$ cat src/rtl/csa_pipe.sv
// Two-stage pipelined carry-select adder/subtractor with valid/ready on both sides.
// Stage 1 forms per-block candidate sums; stage 2 resolves the block carries and selects.
module csa_pipe #(
    parameter int WIDTH = 16,
    parameter int BLK   = 4
) (
    input  logic             clk,
    input  logic             rst_b,
    input  logic             in_valid,
    output logic             in_ready,
    input  logic [WIDTH-1:0] x,
    input  logic [WIDTH-1:0] y,
    input  logic             ci,
    input  logic             sub,
    output logic             out_valid,
    input  logic             out_ready,
    output logic [WIDTH-1:0] z,
    output logic             co,
    output logic             ovf
);

    localparam int NB = WIDTH / BLK;

    logic             s1_valid;
    logic [WIDTH-1:0] s1_sum0;
    logic [WIDTH-1:0] s1_sum1;
    logic [NB-1:0]    s1_c0;
    logic [NB-1:0]    s1_c1;
    logic             s1_xm;
    logic             s1_ybm;

    logic [WIDTH-1:0] yb;
    logic             cin;
    logic [WIDTH-1:0] sum0_n;
    logic [WIDTH-1:0] sum1_n;
    logic [NB-1:0]    c0_n;
    logic [NB-1:0]    c1_n;
    logic [BLK:0]     t0;
    logic [BLK:0]     t1;

    logic [WIDTH-1:0] z_n;
    logic             co_n;
    logic             ovf_n;
    logic             cprev;

    logic             s2_load;
    logic             s1_adv;
    logic             in_fire;

    assign s2_load  = ~out_valid | out_ready;
    assign s1_adv   = s1_valid & s2_load;
    assign in_ready = ~s1_valid | s2_load;
    assign in_fire  = in_valid & in_ready;

    // Block 0 gets the real carry-in for both candidates, so stage 2 can treat all blocks alike.
    always_comb begin
        yb     = sub ? ~y : y;
        cin    = sub | ci;
        sum0_n = '0;
        sum1_n = '0;
        c0_n   = '0;
        c1_n   = '0;
        t0     = '0;
        t1     = '0;
        for (int j = 0; j < NB; j++) begin
            t0 = {1'b0, x[j*BLK +: BLK]} + {1'b0, yb[j*BLK +: BLK]}
                 + {{BLK{1'b0}}, (j == 0) & cin};
            t1 = {1'b0, x[j*BLK +: BLK]} + {1'b0, yb[j*BLK +: BLK]}
                 + {{BLK{1'b0}}, (j == 0) ? cin : 1'b1};
            sum0_n[j*BLK +: BLK] = t0[BLK-1:0];
            sum1_n[j*BLK +: BLK] = t1[BLK-1:0];
            c0_n[j]              = t0[BLK];
            c1_n[j]              = t1[BLK];
        end
    end

    always_comb begin
        z_n   = '0;
        cprev = 1'b0;
        for (int j = 0; j < NB; j++) begin
            z_n[j*BLK +: BLK] = cprev ? s1_sum1[j*BLK +: BLK] : s1_sum0[j*BLK +: BLK];
            cprev             = s1_c0[j] | (s1_c1[j] & cprev);
        end
        co_n  = cprev;
        ovf_n = (s1_xm == s1_ybm) & (z_n[WIDTH-1] != s1_xm);
    end

    always_ff @(posedge clk or negedge rst_b) begin
        if (!rst_b) begin
            s1_valid <= 1'b0;
            s1_sum0  <= '0;
            s1_sum1  <= '0;
            s1_c0    <= '0;
            s1_c1    <= '0;
            s1_xm    <= 1'b0;
            s1_ybm   <= 1'b0;
        end else if (in_fire) begin
            s1_valid <= 1'b1;
            s1_sum0  <= sum0_n;
            s1_sum1  <= sum1_n;
            s1_c0    <= c0_n;
            s1_c1    <= c1_n;
            s1_xm    <= x[WIDTH-1];
            s1_ybm   <= yb[WIDTH-1];
        end else if (s1_adv) begin
            s1_valid <= 1'b0;
        end
    end

    // Result registers only change on a real load, so a stalled output stays put.
    always_ff @(posedge clk or negedge rst_b) begin
        if (!rst_b) begin
            out_valid <= 1'b0;
            z         <= '0;
            co        <= 1'b0;
            ovf       <= 1'b0;
        end else if (s2_load) begin
            out_valid <= s1_valid;
            if (s1_valid) begin
                z   <= z_n;
                co  <= co_n;
                ovf <= ovf_n;
            end
        end
    end

endmodule

$ cat config.mk
export PLATFORM = sky130hd
export DESIGN_NAME = csa_pipe
export DESIGN_NICKNAME = d
export VERILOG_FILES = /design/src/rtl/csa_pipe.sv
export SDC_FILE = /design/constraint.sdc
export NUM_CORES = 1
export LEC_CHECK = 0
export BUFFER_PORTS_ARGS = -buffer_cell sky130_fd_sc_hd__buf_2
export CAP_MARGIN = 20
export CORE_MARGIN = 4
export CORE_UTILIZATION = 35
export DETAILED_ROUTE_END_ITERATION = 6
export PLACE_DENSITY = 0.53
export SYNTH_ARGS = -nofsm -noshare
export SYNTH_HDL_FRONTEND = slang
export SYNTH_SLANG_ARGS = --single-unit
$ cat constraint.sdc
create_clock -name clk -period 4.82 [get_ports clk]
set_clock_uncertainty 0.1 [all_clocks]
set_input_delay 0.241 -clock clk [delete_from_list [all_inputs] [get_ports clk]]
set_output_delay 0.241 -clock clk [all_outputs]
set_load 0.02 [all_outputs]
==> report_table.html, run 1 <==
<table>
<tr><th>Metric</th><th>Value</th></tr>
<tr><th colspan="2">Setup path</th></tr>
<tr><td>Setup slack, reg-to-reg</td><td>2.93 ns</td></tr>
<tr><td>Critical path launch point</td><td>sub</td></tr>
<tr><td>Data required time of the worst path</td><td>4.97 ns</td></tr>
<tr><td>Cell with the biggest individual delay on the critical path</td><td>fa_1</td></tr>
<tr><td>Worst r2r src</td><td>s1_c0[0]</td></tr>
<tr><td>FF-to-FF End</td><td>ovf</td></tr>
<tr><td>Slowest stage delay, CP</td><td>between 0.4 and 0.5 ns</td></tr>
<tr><td>Largest fanout on the critical path</td><td>17</td></tr>
<tr><td>Critical Path, Cell by Cell</td><td>buf_2 &gt; xor2_1 &gt; ha_1 &gt; inv_1 &gt; fa_1 &gt; inv_1 &gt; ha_1 &gt; nand2_1 &gt; a2111o_1 &gt; a2111o_1 &gt; o211ai_2</td></tr>
<tr><td>Endpoint kind of the worst setup timing path</td><td>flop</td></tr>
<tr><td>Type of the worst setup path</td><td>in -&gt; reg</td></tr>
<tr><td>Cell depth of the worst flop-to-flop path</td><td>4</td></tr>
<tr><td>Critical Path Sink</td><td>s1_c1[2]</td></tr>
<tr><td>Data arrival time of the critical path</td><td>between 2 and 3 ns</td></tr>
<tr><td>Crit start category</td><td>primary input</td></tr>
<tr><th colspan="2">Clocking</th></tr>
<tr><td>Clock-pin slew on the worst setup and hold paths</td><td>around 0.06 ns</td></tr>
<tr><td>Hold Buf Count CTS</td><td>1</td></tr>
<tr><td>Library cell used as clock root buffer</td><td>clkbuf_8</td></tr>
<tr><td>Clock tree from TritonCTS</td><td>yes</td></tr>
<tr><td>Total clock buffers created by CTS</td><td>9</td></tr>
<tr><td>Post-CTS repair timing setup buffer count</td><td>0</td></tr>
<tr><td>Number of gates given a new drive strength after cts</td><td>0</td></tr>
<tr><td>CTS H-tree depth</td><td>3</td></tr>
<tr><td>TritonCTS sink count</td><td>between 50 and 60</td></tr>
<tr><td>Clock Path Buffers</td><td>2</td></tr>
<tr><td>Insertion delay of the later-clocked pin in the worst-skew pair</td><td>around 0.33 ns</td></tr>
<tr><th colspan="2">Route</th></tr>
<tr><td>Average wire per standard cell</td><td>between 10 and 15 microns</td></tr>
<tr><td>DRC violations left</td><td>0</td></tr>
<tr><td>Total Routed Length</td><td>~6400 microns</td></tr>
<tr><td>Routed via count divided by cell count</td><td>4.81</td></tr>
<tr><td>ANT nets after route</td><td>0</td></tr>
<tr><td>Via count of the routed design</td><td>roughly 2,300</td></tr>
<tr><td>Detailed Routing Iterations Pass 1</td><td>4</td></tr>
<tr><td>1st-iter DRT viols</td><td>78</td></tr>
<tr><th colspan="2">Hold path</th></tr>
<tr><td>Type of the worst min-delay path</td><td>in -&gt; reg</td></tr>
<tr><th colspan="2">GRT</th></tr>
<tr><td>Grt ovf</td><td>0</td></tr>
<tr><td>Pin count of the biggest net entering global routing</td><td>58</td></tr>
<tr><td>Vias in the first global route</td><td>between 2,000 and 2,500</td></tr>
<tr><td>Wire length of the first global-routing pass</td><td>roughly 11,000 microns</td></tr>
<tr><td>Number of antenna violations at the first check in global routing</td><td>0</td></tr>
<tr><td>Global-route total usage across every layer</td><td>around 12%</td></tr>
<tr><td>Met1 routing resource usage after global routing</td><td>between 15 and 20%</td></tr>
<tr><td>Met2 Track Usage GR</td><td>just under 20%</td></tr>
<tr><td>Met3 Track Usage GR</td><td>under 10%</td></tr>
<tr><td>Global routing's busiest layer</td><td>met2</td></tr>
<tr><th colspan="2">Logic synthesis</th></tr>
<tr><td>Syn Std Cell Area</td><td>3200 sq um</td></tr>
<tr><td>Post-synthesis sequential element count</td><td>57</td></tr>
<tr><td>Ys async rst share</td><td>100%</td></tr>
<tr><td>Yosys Warn Count</td><td>0</td></tr>
<tr><td>Synth area leader</td><td>dfrtp_1</td></tr>
<tr><td>Cell count after synthesis</td><td>between 300 and 400</td></tr>
<tr><td>Most common flop cell mapped by yosys</td><td>dfrtp_1</td></tr>
<tr><td>Fraction of the yosys area taken by sequential cells</td><td>44.6%</td></tr>
<tr><td>Mean cell area of the mapped netlist</td><td>roughly 10 sq um</td></tr>
<tr><td>Top cells by count, synth</td><td>nand2_1 (65), dfrtp_1 (57), o21ai_0 (33)</td></tr>
<tr><td>Largest cells by area after synthesis</td><td>dfrtp_1 (45%), nand2_1 (7.6%), ha_1 (7.4%)</td></tr>
<tr><td>Unique masters post-synth</td><td>39</td></tr>
<tr><td>Library cell with the highest instance count after synthesis</td><td>nand2_1</td></tr>
<tr><td>Synth Net Count</td><td>376</td></tr>
<tr><td>Number of enable-type register cells in the synthesized netlist</td><td>0</td></tr>
<tr><td>Area share of the leading cell type in the synthesized netlist</td><td>around 45%</td></tr>
<tr><th colspan="2">Floorplan</th></tr>
<tr><td>Die ar.</td><td>10,700 sq um</td></tr>
<tr><td>Initial core utilization</td><td>roughly 36%</td></tr>
<tr><td>Row count</td><td>34</td></tr>
<tr><td>IO Count</td><td>58</td></tr>
<tr><td>Area of the core</td><td>~8800 sq um</td></tr>
<tr><td>Chip height</td><td>about 100 microns</td></tr>
<tr><td>Die Span X</td><td>approximately 100 microns</td></tr>
<tr><th colspan="2">Pwr</th></tr>
<tr><td>Largest vdd supply drop</td><td>between 150 and 200 uV</td></tr>
<tr><td>P per Cell Area</td><td>444 nW/um^2</td></tr>
<tr><td>Leakage</td><td>1.89 nW</td></tr>
<tr><th colspan="2">STA</th></tr>
<tr><td>Fraction of the cycle the final worst path needs</td><td>a little over half</td></tr>
<tr><td>Setup repair after global routing missed its margin</td><td>false</td></tr>
<tr><td>Headroom to the max-slew limit</td><td>about a third</td></tr>
<tr><td>Maximum operating frequency</td><td>~390 MHz</td></tr>
<tr><td>Min cycle time layout</td><td>approximately 2.6 ns</td></tr>
<tr><td>Count of endpoints failing hold in the final timing report</td><td>0</td></tr>
<tr><td># setup viols final</td><td>0</td></tr>
<tr><td>Sum of negative setup slack</td><td>0 ns</td></tr>
<tr><td>Transition time of the tightest slew-check pin</td><td>a little under 1 ns</td></tr>
<tr><td>Slew Limit Fails</td><td>0</td></tr>
<tr><th colspan="2">Finish</th></tr>
<tr><td>Area growth from synthesis to final layout</td><td>18.5%</td></tr>
<tr><td>Final design area excluding fillers</td><td>3790 sq um</td></tr>
<tr><td>Layout cell share with drive strength beyond 1</td><td>a little under a quarter</td></tr>
<tr><td>Final net count</td><td>between 400 and 500</td></tr>
<tr><td>Filler Cells Inserted</td><td>891</td></tr>
<tr><td>Antenna Diode Count</td><td>0</td></tr>
<tr><td>Sequential cell area</td><td>between 1000 and 1500 sq um</td></tr>
<tr><td>Multi-input logic area</td><td>about 1700 sq um</td></tr>
<tr><th colspan="2">Placement</th></tr>
<tr><td>Port Buf Inserts</td><td>57</td></tr>
<tr><td>Instance area at placement</td><td>3580 sq um</td></tr>
<tr><td>Weighted congestion at the end of routability-driven global placement</td><td>roughly 0.75</td></tr>
<tr><td>DP HPWL</td><td>approximately 4700 microns</td></tr>
<tr><th colspan="2">Status</th></tr>
<tr><td>Outcome</td><td>completed</td></tr>
<tr><th colspan="2">Flow run</th></tr>
<tr><td>Number of maximum-capacitance constraint violations</td><td>0</td></tr>
</table>
## report_power, final
group,internal (W),switching (W),leakage [nW]
sequential,0.000620,0.0000836,0.694
combinational,0.000234,0.000302,1.09
clock,0.000262,0.000181,0.102
total,0.00112,0.000567,1.89
## registers in the layout, summed over array words and instances (netlist names)
signal     cells
co             1
out_valid      1
ovf            1
s1_c0          4
s1_c1          3
s1_sum0       16
s1_sum1       12
s1_valid       1
s1_xm          1
s1_ybm         1
z             16
## worst max-delay path, delay by kind of cell
| kind | cells | cell delay (ns) |
|---|---|---|
| xor+xnor | 1 | 0.21 |
| fa+ha+maj | 3 | 0.83 |
| compound gates | 3 | 0.84 |
| buf+inv | 3 | 0.54 |
| simple gates | 1 | 0.06 |
## stage by stage
stage | power [W] | hold WS (ns) | instances | util [%] | setup slack [ns]
final | 0.00168 | 0.0228 | 485 | 43.0 | 2.24
after global routing | 0.00181 | 0.0353 | 485 | 43.0 | 2.01
after CTS | 0.00172 | 0.00660 | 485 | 43.0 | 2.19
after detailed placement | 0.00126 | 0.335 | 469 | 40.7 | 1.85
after global placement | 0.00125 | 0.332 | 469 | 40.7 | 1.94
after floorplan | 0.00109 | -0.155 | 314 | - | 1.84
## worst min-delay path by stage
stage              from   endpoint  slack [ns]  cells past startpoint
3_5_place_dp      rst_b  out_valid        0.34                      2
6_report       in_valid   s1_valid        0.02                      2
2_1_floorplan     rst_b         co       -0.15                      0
3_3_place_gp      rst_b  out_valid        0.33                      2
5_1_grt           x[15]      s1_xm        0.04                      3
4_1_cts        in_valid   s1_valid       0.007                      2
## metal layers
layer | vias up | wire length [microns]
li1 | 1191 | -
met1 | 1091 | 3050
met2 | 45 | 2950
met3 | 4 | 321
met4 | 0 | 65
met5 | - | 0
## logic make-up (layout without fill, tap and decap cells)
| family | after synthesis | count (layout) | share of synthesized area (%) |
|---|---|---|---|
| compound gates | 66 | 66 | 13.0 |
| buf+inv | 24 | 87 | 2.93 |
| simple gates | 93 | 93 | 12.7 |
| mux | 22 | 22 | 7.32 |
| fa+ha+maj | 24 | 24 | 10.6 |
| xor+xnor | 28 | 28 | 8.96 |
| flops | 57 | 57 | 44.6 |
## layout make-up
cell class              count  area share, %
clock inverters             3           1.06
clock buffers              12           4.09
repair buffers             60           8.19
flip-flops and latches     57           37.6
multi-input cells         233           44.3
inverters                  12           1.19
well taps                 108           3.57
## layout by cell type (no fill, tap or decap), types with 3 or more instances in the layout
master | Yosys | layout
buf_2 | 3 | 57
mux2_2 | 11 | 11
dfrtp_1 | 57 | 57
o21ai_0 | 33 | 33
ha_1 | 19 | 19
a21oi_1 | 12 | 12
nand2_1 | 65 | 65
a21o_1 | 7 | 7
inv_1 | 12 | 12
mux2i_1 | 11 | 11
a2111o_1 | 3 | 3
nor2_1 | 7 | 7
xor2_1 | 21 | 21
xnor2_1 | 4 | 4
xnor3_1 | 3 | 3
nand2b_1 | 4 | 4
clkbuf_8 | 0 | 11
nand3_1 | 4 | 4
fa_1 | 5 | 5
Power figures use the tool's default switching activity.
==> inputs of run 2 (changes only) <==
- PLACE_DENSITY: 0.53 -> 0.55
- clock period: 4.82 -> 2.3 ns (I/O delays scaled with it)
==> report_table.html, run 2 (synthesis results as in run 1) <==
<table>
<tr><th>Metric</th><th>Value</th></tr>
<tr><th colspan="2">STA</th></tr>
<tr><td>Transition time of the tightest slew-check pin</td><td>0.608 ns (-0.362 ns)</td></tr>
<tr><td>Hold slack</td><td>0.0371 ns (+0.0144 ns)</td></tr>
<tr><td>Slew Limit Fails</td><td>0 (unchanged)</td></tr>
<tr><td>Count of endpoints failing hold in the final timing report</td><td>0 (unchanged)</td></tr>
<tr><td>Setup repair after global routing missed its margin</td><td>false</td></tr>
<tr><td># setup viols final</td><td>0 (unchanged)</td></tr>
<tr><td>Headroom to the max-slew limit</td><td>59.5% (+24 points)</td></tr>
<tr><td>Min cycle time layout</td><td>around 2.1 ns</td></tr>
<tr><td>Min setup slack post-route</td><td>0.214 ns (-2.02 ns)</td></tr>
<tr><td>Maximum operating frequency</td><td>~480 MHz</td></tr>
<tr><td>Fraction of the cycle the final worst path needs</td><td>90.7%</td></tr>
<tr><th colspan="2">Placement</th></tr>
<tr><td>Port Buf Inserts</td><td>57 (unchanged)</td></tr>
<tr><td>Weighted congestion at the end of routability-driven global placement</td><td>0.767 (+1.7%)</td></tr>
<tr><td>DP HPWL</td><td>5080 microns (+8.1%)</td></tr>
<tr><td>Dpl ws</td><td>-0.114 ns (-1.96 ns)</td></tr>
<tr><th colspan="2">Clocking</th></tr>
<tr><td>Clock Path Buffers</td><td>2 (unchanged)</td></tr>
<tr><td>Clock-pin slew on the worst setup and hold paths</td><td>0.06 ns (about the same)</td></tr>
<tr><td>Clock tree from TritonCTS</td><td>yes</td></tr>
<tr><td>Insertion delay of the later-clocked pin in the worst-skew pair</td><td>0.33 ns (about the same)</td></tr>
<tr><td>Library cell used as clock root buffer</td><td>clkbuf_8</td></tr>
<tr><td>Number of gates given a new drive strength after cts</td><td>0 (unchanged)</td></tr>
<tr><td>Post-CTS repair timing setup buffer count</td><td>0 (unchanged)</td></tr>
<tr><td>Total clock buffers created by CTS</td><td>9 (unchanged)</td></tr>
<tr><td>Hold Buf Count CTS</td><td>3 (+2)</td></tr>
<tr><td>CTS H-tree depth</td><td>3 (unchanged)</td></tr>
<tr><td>TritonCTS sink count</td><td>57 (unchanged)</td></tr>
<tr><th colspan="2">Finish</th></tr>
<tr><td>Biggest registers after layout</td><td>s1_sum0: 16 flops, z: 16 flops, s1_sum1: 12 flops</td></tr>
<tr><td>Layout cell share with drive strength beyond 1</td><td>29.2% (+5.6 points)</td></tr>
<tr><td>Area growth from synthesis to final layout</td><td>26.3%</td></tr>
<tr><td>Filler Cells Inserted</td><td>876 (-1.7%)</td></tr>
<tr><td>Antenna Diode Count</td><td>0 (unchanged)</td></tr>
<tr><td>Final net count</td><td>456 (+4.8%)</td></tr>
<tr><td>Commonest non-fill, non-tap cell in the layout</td><td>nand2_1</td></tr>
<tr><td>Top library cells by usage in the layout, fill and taps aside</td><td>nand2_1 (65), dfrtp_1 (57), buf_2 (57)</td></tr>
<tr><th colspan="2">Floorplan</th></tr>
<tr><td>Die Span X</td><td>104 microns (unchanged)</td></tr>
<tr><td>Chip height</td><td>104 microns (unchanged)</td></tr>
<tr><td>Initial core utilization</td><td>36.3% (unchanged)</td></tr>
<tr><td>Area of the core</td><td>8810 sq um (unchanged)</td></tr>
<tr><td>IO Count</td><td>58 (unchanged)</td></tr>
<tr><td>Row count</td><td>34 (unchanged)</td></tr>
<tr><td>Die ar.</td><td>10,700 sq um (unchanged)</td></tr>
<tr><th colspan="2">Route</th></tr>
<tr><td>Total Routed Length</td><td>6540 microns (+2.3%)</td></tr>
<tr><td>Routed via count divided by cell count</td><td>4.77 (-0.75%)</td></tr>
<tr><td>Detailed Routing Iterations Pass 1</td><td>4 (unchanged)</td></tr>
<tr><td>1st-iter DRT viols</td><td>54 (-31%)</td></tr>
<tr><td>DRC violations left</td><td>0 (unchanged)</td></tr>
<tr><td>Via count of the routed design</td><td>2,409 (+3.3%)</td></tr>
<tr><td>ANT nets after route</td><td>0 (unchanged)</td></tr>
<tr><td>Average wire per standard cell</td><td>13.0 microns (-1.7%)</td></tr>
<tr><th colspan="2">GRT</th></tr>
<tr><td>Met2 Track Usage GR</td><td>20.0% (+0.70 points)</td></tr>
<tr><td>Vias in the first global route</td><td>2,412 (+7.1%)</td></tr>
<tr><td>Grt ovf</td><td>0 (unchanged)</td></tr>
<tr><td>Global routing's busiest layer</td><td>met2</td></tr>
<tr><td>Number of antenna violations at the first check in global routing</td><td>0 (unchanged)</td></tr>
<tr><td>Global-route total usage across every layer</td><td>12.9% (+0.44 points)</td></tr>
<tr><td>Wire length of the first global-routing pass</td><td>11,300 microns (+4.6%)</td></tr>
<tr><td>Met3 Track Usage GR</td><td>3.30% (-1.7 points)</td></tr>
<tr><td>Met1 routing resource usage after global routing</td><td>17.3% (+1.1 points)</td></tr>
<tr><td>Pin count of the biggest net entering global routing</td><td>56 (-3.4%)</td></tr>
<tr><th colspan="2">Setup path</th></tr>
<tr><td>Setup slack, reg-to-reg</td><td>0.43 ns (-2.50 ns)</td></tr>
<tr><td>Cell depth of the worst flop-to-flop path</td><td>4 (unchanged)</td></tr>
<tr><td>Worst r2r src</td><td>s1_c0[0]</td></tr>
<tr><td>Endpoint kind of the worst setup timing path</td><td>flop</td></tr>
<tr><td>Data required time of the worst path</td><td>2.45 ns (-2.52 ns)</td></tr>
<tr><td>Largest fanout on the critical path</td><td>3 (-14)</td></tr>
<tr><td>Data arrival time of the critical path</td><td>2.24 ns (-0.49 ns)</td></tr>
<tr><td>Type of the worst setup path</td><td>in -&gt; reg</td></tr>
<tr><td>Crit start category</td><td>primary input</td></tr>
<tr><td>FF-to-FF End</td><td>ovf</td></tr>
<tr><th colspan="2">Pwr</th></tr>
<tr><td>Largest vdd supply drop</td><td>289 uV (+74%)</td></tr>
<tr><td>Flop pwr share</td><td>39.6% (-2.2 points)</td></tr>
<tr><td>Cell internal power dissipation</td><td>0.00252 W (+130%)</td></tr>
<tr><td>Clock group share of total power</td><td>27.6% (+1.3 points)</td></tr>
<tr><td>P per Cell Area</td><td>923 nW/um^2 (+110%)</td></tr>
<tr><td>Leakage</td><td>2.01 nW (+6.3%)</td></tr>
<tr><td>Combinational share of power</td><td>32.8% (+0.9 points)</td></tr>
<tr><td>Net switching power</td><td>0.00121 W (+110%)</td></tr>
<tr><td>Sw frac</td><td>32.3% (-1.3 points)</td></tr>
<tr><th colspan="2">Hold path</th></tr>
<tr><td>Type of the worst min-delay path</td><td>in -&gt; reg</td></tr>
<tr><td>Worst Min Path Start</td><td>out_ready</td></tr>
<tr><td>Worst min-delay path endpoint</td><td>s1_valid</td></tr>
<tr><td>Hold Crit Depth</td><td>3 (+1)</td></tr>
<tr><th colspan="2">Status</th></tr>
<tr><td>Outcome</td><td>completed</td></tr>
<tr><th colspan="2">Flow run</th></tr>
<tr><td>Number of maximum-capacitance constraint violations</td><td>0 (unchanged)</td></tr>
</table>
## run 2: cell types whose count changed in the layout (fill, tap and decap cells not counted), moves of 2 or more
cell	change
buf_12	+3
buf_4	+16
dlygate4sd3_1	+2
ha_1	-3
ha_2	+3
inv_1	-2
inv_2	+2
## run 2: worst max path at each step
| stage | slack [ns] | cells past startpoint | endpoint | startpoint |
|---|---|---|---|---|
| 2_1_floorplan | -0.16 | 12 | s1_c1[2] | sub |
| 5_1_grt | 0.13 | 12 | s1_c1[3] | sub |
| 4_1_cts | 0.23 | 11 | s1_c1[2] | sub |
| 6_report | 0.21 | 11 | s1_c1[2] | sub |
| 3_5_place_dp | -0.11 | 11 | s1_c1[2] | sub |
| 3_3_place_gp | -0.08 | 11 | s1_c1[2] | sub |
## run 2: routing by layer
metal	part of all wire (%)	vias up
met3	4.8	10
met4	1.7	0
met5	0	-
met2	45	43
met1	48	1125
li1	-	1231
## run 2: per-stage QoR
stage | setup TNS, ns | instances | total power (W) | area, sq um | utilization, %
after floorplan | -0.215 | 314 | 0.00230 | 3260 | -
after global placement | -0.245 | 488 | 0.00271 | 3790 | 43.1
after detailed placement | -0.362 | 488 | 0.00274 | 3790 | 43.1
after CTS | 0 | 505 | 0.00378 | 4040 | 45.9
after global routing | 0 | 505 | 0.00399 | 4040 | 45.9
final | 0 | 505 | 0.00373 | 4040 | 45.9
## run 2: layout make-up
cell class / count / area (sq um) / area share (%)
multi-input combinational: 233 / 1700 / 42.2
sequential: 57 / 1430 / 35.3
clock inverter: 3 / 65.1 / 1.61
timing repair buffer: 81 / 510 / 12.6
inverter: 12 / 45.0 / 1.12
clock buffer: 11 / 151 / 3.75
tap: 108 / 135 / 3.35
## run 2: worst max-delay path: stages
cell      delay [ns]
buf_2           0.15
xor2_1          0.19
ha_2            0.21
inv_2           0.04
fa_1            0.46
inv_1           0.07
ha_2            0.18
inv_2           0.04
a2111o_1        0.29
a2111o_1        0.43
o211ai_2        0.06
## run 2: power groups by stage
stage                     registers [W]  clock network, W  logic [W]
after floorplan                 0.00160                 0   0.000697
after global placement          0.00149                 0    0.00122
after detailed placement        0.00150                 0    0.00124
after CTS                       0.00148           0.00105    0.00125
after global routing            0.00152           0.00110    0.00138
final                           0.00147           0.00103    0.00122
==> inputs of run 3 (changes only) <==
- PLACE_DENSITY: 0.55 -> unset
- PLACE_DENSITY_LB_ADDON: unset -> 0.12
==> report_table.html, run 3 (synthesis results as in run 1) <==
<table>
<tr><th>Metric</th><th>Value</th></tr>
<tr><th colspan="2">Clocking</th></tr>
<tr><td>Insertion delay of the later-clocked pin in the worst-skew pair</td><td>0.33 ns (about the same)</td></tr>
<tr><td>Number of gates given a new drive strength after cts</td><td>0 (unchanged)</td></tr>
<tr><td>Clock tree from TritonCTS</td><td>yes</td></tr>
<tr><td>Library cell used as clock root buffer</td><td>clkbuf_8</td></tr>
<tr><td>Clock Path Buffers</td><td>2 (unchanged)</td></tr>
<tr><td>CTS H-tree depth</td><td>3 (unchanged)</td></tr>
<tr><td>Post-CTS repair timing setup buffer count</td><td>0 (unchanged)</td></tr>
<tr><td>TritonCTS sink count</td><td>57 (unchanged)</td></tr>
<tr><td>Clock-pin slew on the worst setup and hold paths</td><td>0.06 ns (about the same)</td></tr>
<tr><td>Total clock buffers created by CTS</td><td>9 (unchanged)</td></tr>
<tr><th colspan="2">GRT</th></tr>
<tr><td>Wire length of the first global-routing pass</td><td>11,700 microns (+3.3%)</td></tr>
<tr><td>Pin count of the biggest net entering global routing</td><td>56 (unchanged)</td></tr>
<tr><td>Vias in the first global route</td><td>2,432 (+0.83%)</td></tr>
<tr><td>Grt ovf</td><td>0 (unchanged)</td></tr>
<tr><td>Number of antenna violations at the first check in global routing</td><td>0 (unchanged)</td></tr>
<tr><td>Global-route total usage across every layer</td><td>13.4% (+0.54 points)</td></tr>
<tr><th colspan="2">Hold path</th></tr>
<tr><td>Type of the worst min-delay path</td><td>in -&gt; reg</td></tr>
<tr><td>Worst Min Path Start</td><td>out_ready</td></tr>
<tr><th colspan="2">Setup path</th></tr>
<tr><td>Endpoint kind of the worst setup timing path</td><td>flop</td></tr>
<tr><td>Worst r2r src</td><td>s1_c0[0]</td></tr>
<tr><td>Crit start category</td><td>primary input</td></tr>
<tr><td>Largest fanout on the critical path</td><td>4 (+1)</td></tr>
<tr><td>Critical Path, Cell by Cell</td><td>buf_2 &gt; buf_4 &gt; xor2_1 &gt; inv_1 &gt; fa_1 &gt; inv_1 &gt; ha_2 &gt; inv_2 &gt; a2111o_1 &gt; a2111o_1 &gt; o211ai_2</td></tr>
<tr><td>Critical path launch point</td><td>sub</td></tr>
<tr><td>Data arrival time of the critical path</td><td>2.24 ns (about the same)</td></tr>
<tr><td>Slowest stage delay, CP</td><td>0.45 ns (about the same)</td></tr>
<tr><td>Type of the worst setup path</td><td>in -&gt; reg</td></tr>
<tr><td>Cell with the biggest individual delay on the critical path</td><td>fa_1</td></tr>
<tr><td>Data required time of the worst path</td><td>2.45 ns (about the same)</td></tr>
<tr><th colspan="2">Floorplan</th></tr>
<tr><td>Initial core utilization</td><td>36.3% (unchanged)</td></tr>
<tr><td>Row count</td><td>34 (unchanged)</td></tr>
<tr><td>Chip height</td><td>104 microns (unchanged)</td></tr>
<tr><td>IO Count</td><td>58 (unchanged)</td></tr>
<tr><td>Area of the core</td><td>8810 sq um (unchanged)</td></tr>
<tr><td>Die Span X</td><td>104 microns (unchanged)</td></tr>
<tr><td>Die ar.</td><td>10,700 sq um (unchanged)</td></tr>
<tr><th colspan="2">Route</th></tr>
<tr><td>ANT nets after route</td><td>0 (unchanged)</td></tr>
<tr><td>Average wire per standard cell</td><td>13.1 microns (+0.79%)</td></tr>
<tr><td>Total Routed Length</td><td>6630 microns (+1.4%)</td></tr>
<tr><td>Detailed Routing Iterations Pass 1</td><td>4 (unchanged)</td></tr>
<tr><td>Via count of the routed design</td><td>2,387 (-0.91%)</td></tr>
<tr><td>1st-iter DRT viols</td><td>78 (+44%)</td></tr>
<tr><td>Routed via count divided by cell count</td><td>4.70 (-1.5%)</td></tr>
<tr><td>DRC violations left</td><td>0 (unchanged)</td></tr>
<tr><th colspan="2">Finish</th></tr>
<tr><td>Area growth from synthesis to final layout</td><td>24.7%</td></tr>
<tr><td>Antenna Diode Count</td><td>0 (unchanged)</td></tr>
<tr><td>Final net count</td><td>457 (+0.22%)</td></tr>
<tr><td>Share of the core filled with cells in the final layout</td><td>45.3% (-0.55 points)</td></tr>
<tr><td>Commonest non-fill, non-tap cell in the layout</td><td>nand2_1</td></tr>
<tr><td>Biggest registers after layout</td><td>s1_sum0: 16 flops, z: 16 flops, s1_sum1: 12 flops</td></tr>
<tr><td>Top library cells by usage in the layout, fill and taps aside</td><td>nand2_1 (65), dfrtp_1 (57), buf_2 (57)</td></tr>
<tr><td>Layout cell share with drive strength beyond 1</td><td>29.5% (+0.28 points)</td></tr>
<tr><th colspan="2">STA</th></tr>
<tr><td>Slew Limit Fails</td><td>0 (unchanged)</td></tr>
<tr><td>Fraction of the cycle the final worst path needs</td><td>90.9% (+0.22 points)</td></tr>
<tr><td>Min setup slack post-route</td><td>0.209 ns (-0.00517 ns)</td></tr>
<tr><td>Maximum operating frequency</td><td>478 MHz (-0.25%)</td></tr>
<tr><td># setup viols final</td><td>0 (unchanged)</td></tr>
<tr><td>Headroom to the max-slew limit</td><td>46.0% (-13 points)</td></tr>
<tr><td>Count of endpoints failing hold in the final timing report</td><td>0 (unchanged)</td></tr>
<tr><td>Transition time of the tightest slew-check pin</td><td>0.809 ns (+0.202 ns)</td></tr>
<tr><td>Setup repair after global routing missed its margin</td><td>false</td></tr>
<tr><td>Min cycle time layout</td><td>2.09 ns (+0.00517 ns)</td></tr>
<tr><th colspan="2">Placement</th></tr>
<tr><td>Dpl ws</td><td>-0.128 ns (-0.0137 ns)</td></tr>
<tr><td>Weighted congestion at the end of routability-driven global placement</td><td>0.737 (-3.9%)</td></tr>
<tr><td>Port Buf Inserts</td><td>57 (unchanged)</td></tr>
<tr><td>DP HPWL</td><td>5200 microns (+2.5%)</td></tr>
<tr><th colspan="2">Pwr</th></tr>
<tr><td>Leakage</td><td>1.99 nW (-1.1%)</td></tr>
<tr><td>Largest vdd supply drop</td><td>243 uV (-16%)</td></tr>
<tr><td>P per Cell Area</td><td>880 nW/um^2 (-4.7%)</td></tr>
<tr><th colspan="2">Flow run</th></tr>
<tr><td>Number of maximum-capacitance constraint violations</td><td>0 (unchanged)</td></tr>
<tr><th colspan="2">Status</th></tr>
<tr><td>Outcome</td><td>completed</td></tr>
</table>
-- run 3: worst max-delay path, delay by kind of cell --
family / cells / cell delay [ns]
AOI/OAI and AO/OA: 3 / 0.79
xor gates and xnor gates: 1 / 0.20
adders and majority gates: 2 / 0.63
buffers and inverters: 5 / 0.50
-- run 3: cell type report --
| cell class | instances | area, sq um |
|---|---|---|
| multi-input cells | 233 | 1700 |
| clock inverters | 5 | 31.3 |
| flip-flops and latches | 57 | 1430 |
| repair buffers | 82 | 505 |
| inverters | 12 | 45.0 |
| fillers | 896 | 4820 |
| clock buffers | 11 | 141 |
| well taps | 108 | 135 |
-- run 3: timing repair --
item,in CTS,in global routing
hold buffers,3,0
endpoints found under the hold margin,37,0
endpoints found under the setup margin,0,0
-- run 3: metal layers --
layer | track usage, % | part of all wire [%]
met5 | 0 | 0
met2 | 20.6 | 45
met4 | 5.70 | 1.5
met1 | 18.3 | 50
met3 | 3.05 | 3.8
-- run 3: through the flow --
stage          setup TNS [ns]  instances  area (sq um)  power (W)  hold WS, ns
6_report                    0        508          3990    0.00351       0.0279
5_1_grt                     0        508          3990    0.00380       0.0648
4_1_cts                     0        508          3990    0.00357       0.0177
3_5_place_dp           -0.458        489          3790    0.00274        0.167
3_3_place_gp           -0.276        489          3790    0.00272        0.162
2_1_floorplan          -0.215        314          3260    0.00230       -0.281
-- run 3: path summary, 6_finish.rpt --
kind,end,slack (ns),depth (start not counted)
min in group asynchronous,s1_valid,0.32,2
min,out_valid,0.03,3
max in group asynchronous,s1_sum0[6],1.11,3
min reg2reg,s1_sum1[9],0.37,2
max reg2reg,ovf,0.41,4
max,s1_c1[2],0.21,11
-- run 3: where the power goes --
part / switching [W] / total, W / internal (W)
Clock: 0.000395 / 0.000811 / 0.000416
Sequential: 0.000179 / 0.00148 / 0.00130
Combinational: 0.000654 / 0.00122 / 0.000567
Total: 0.00123 / 0.00351 / 0.00228
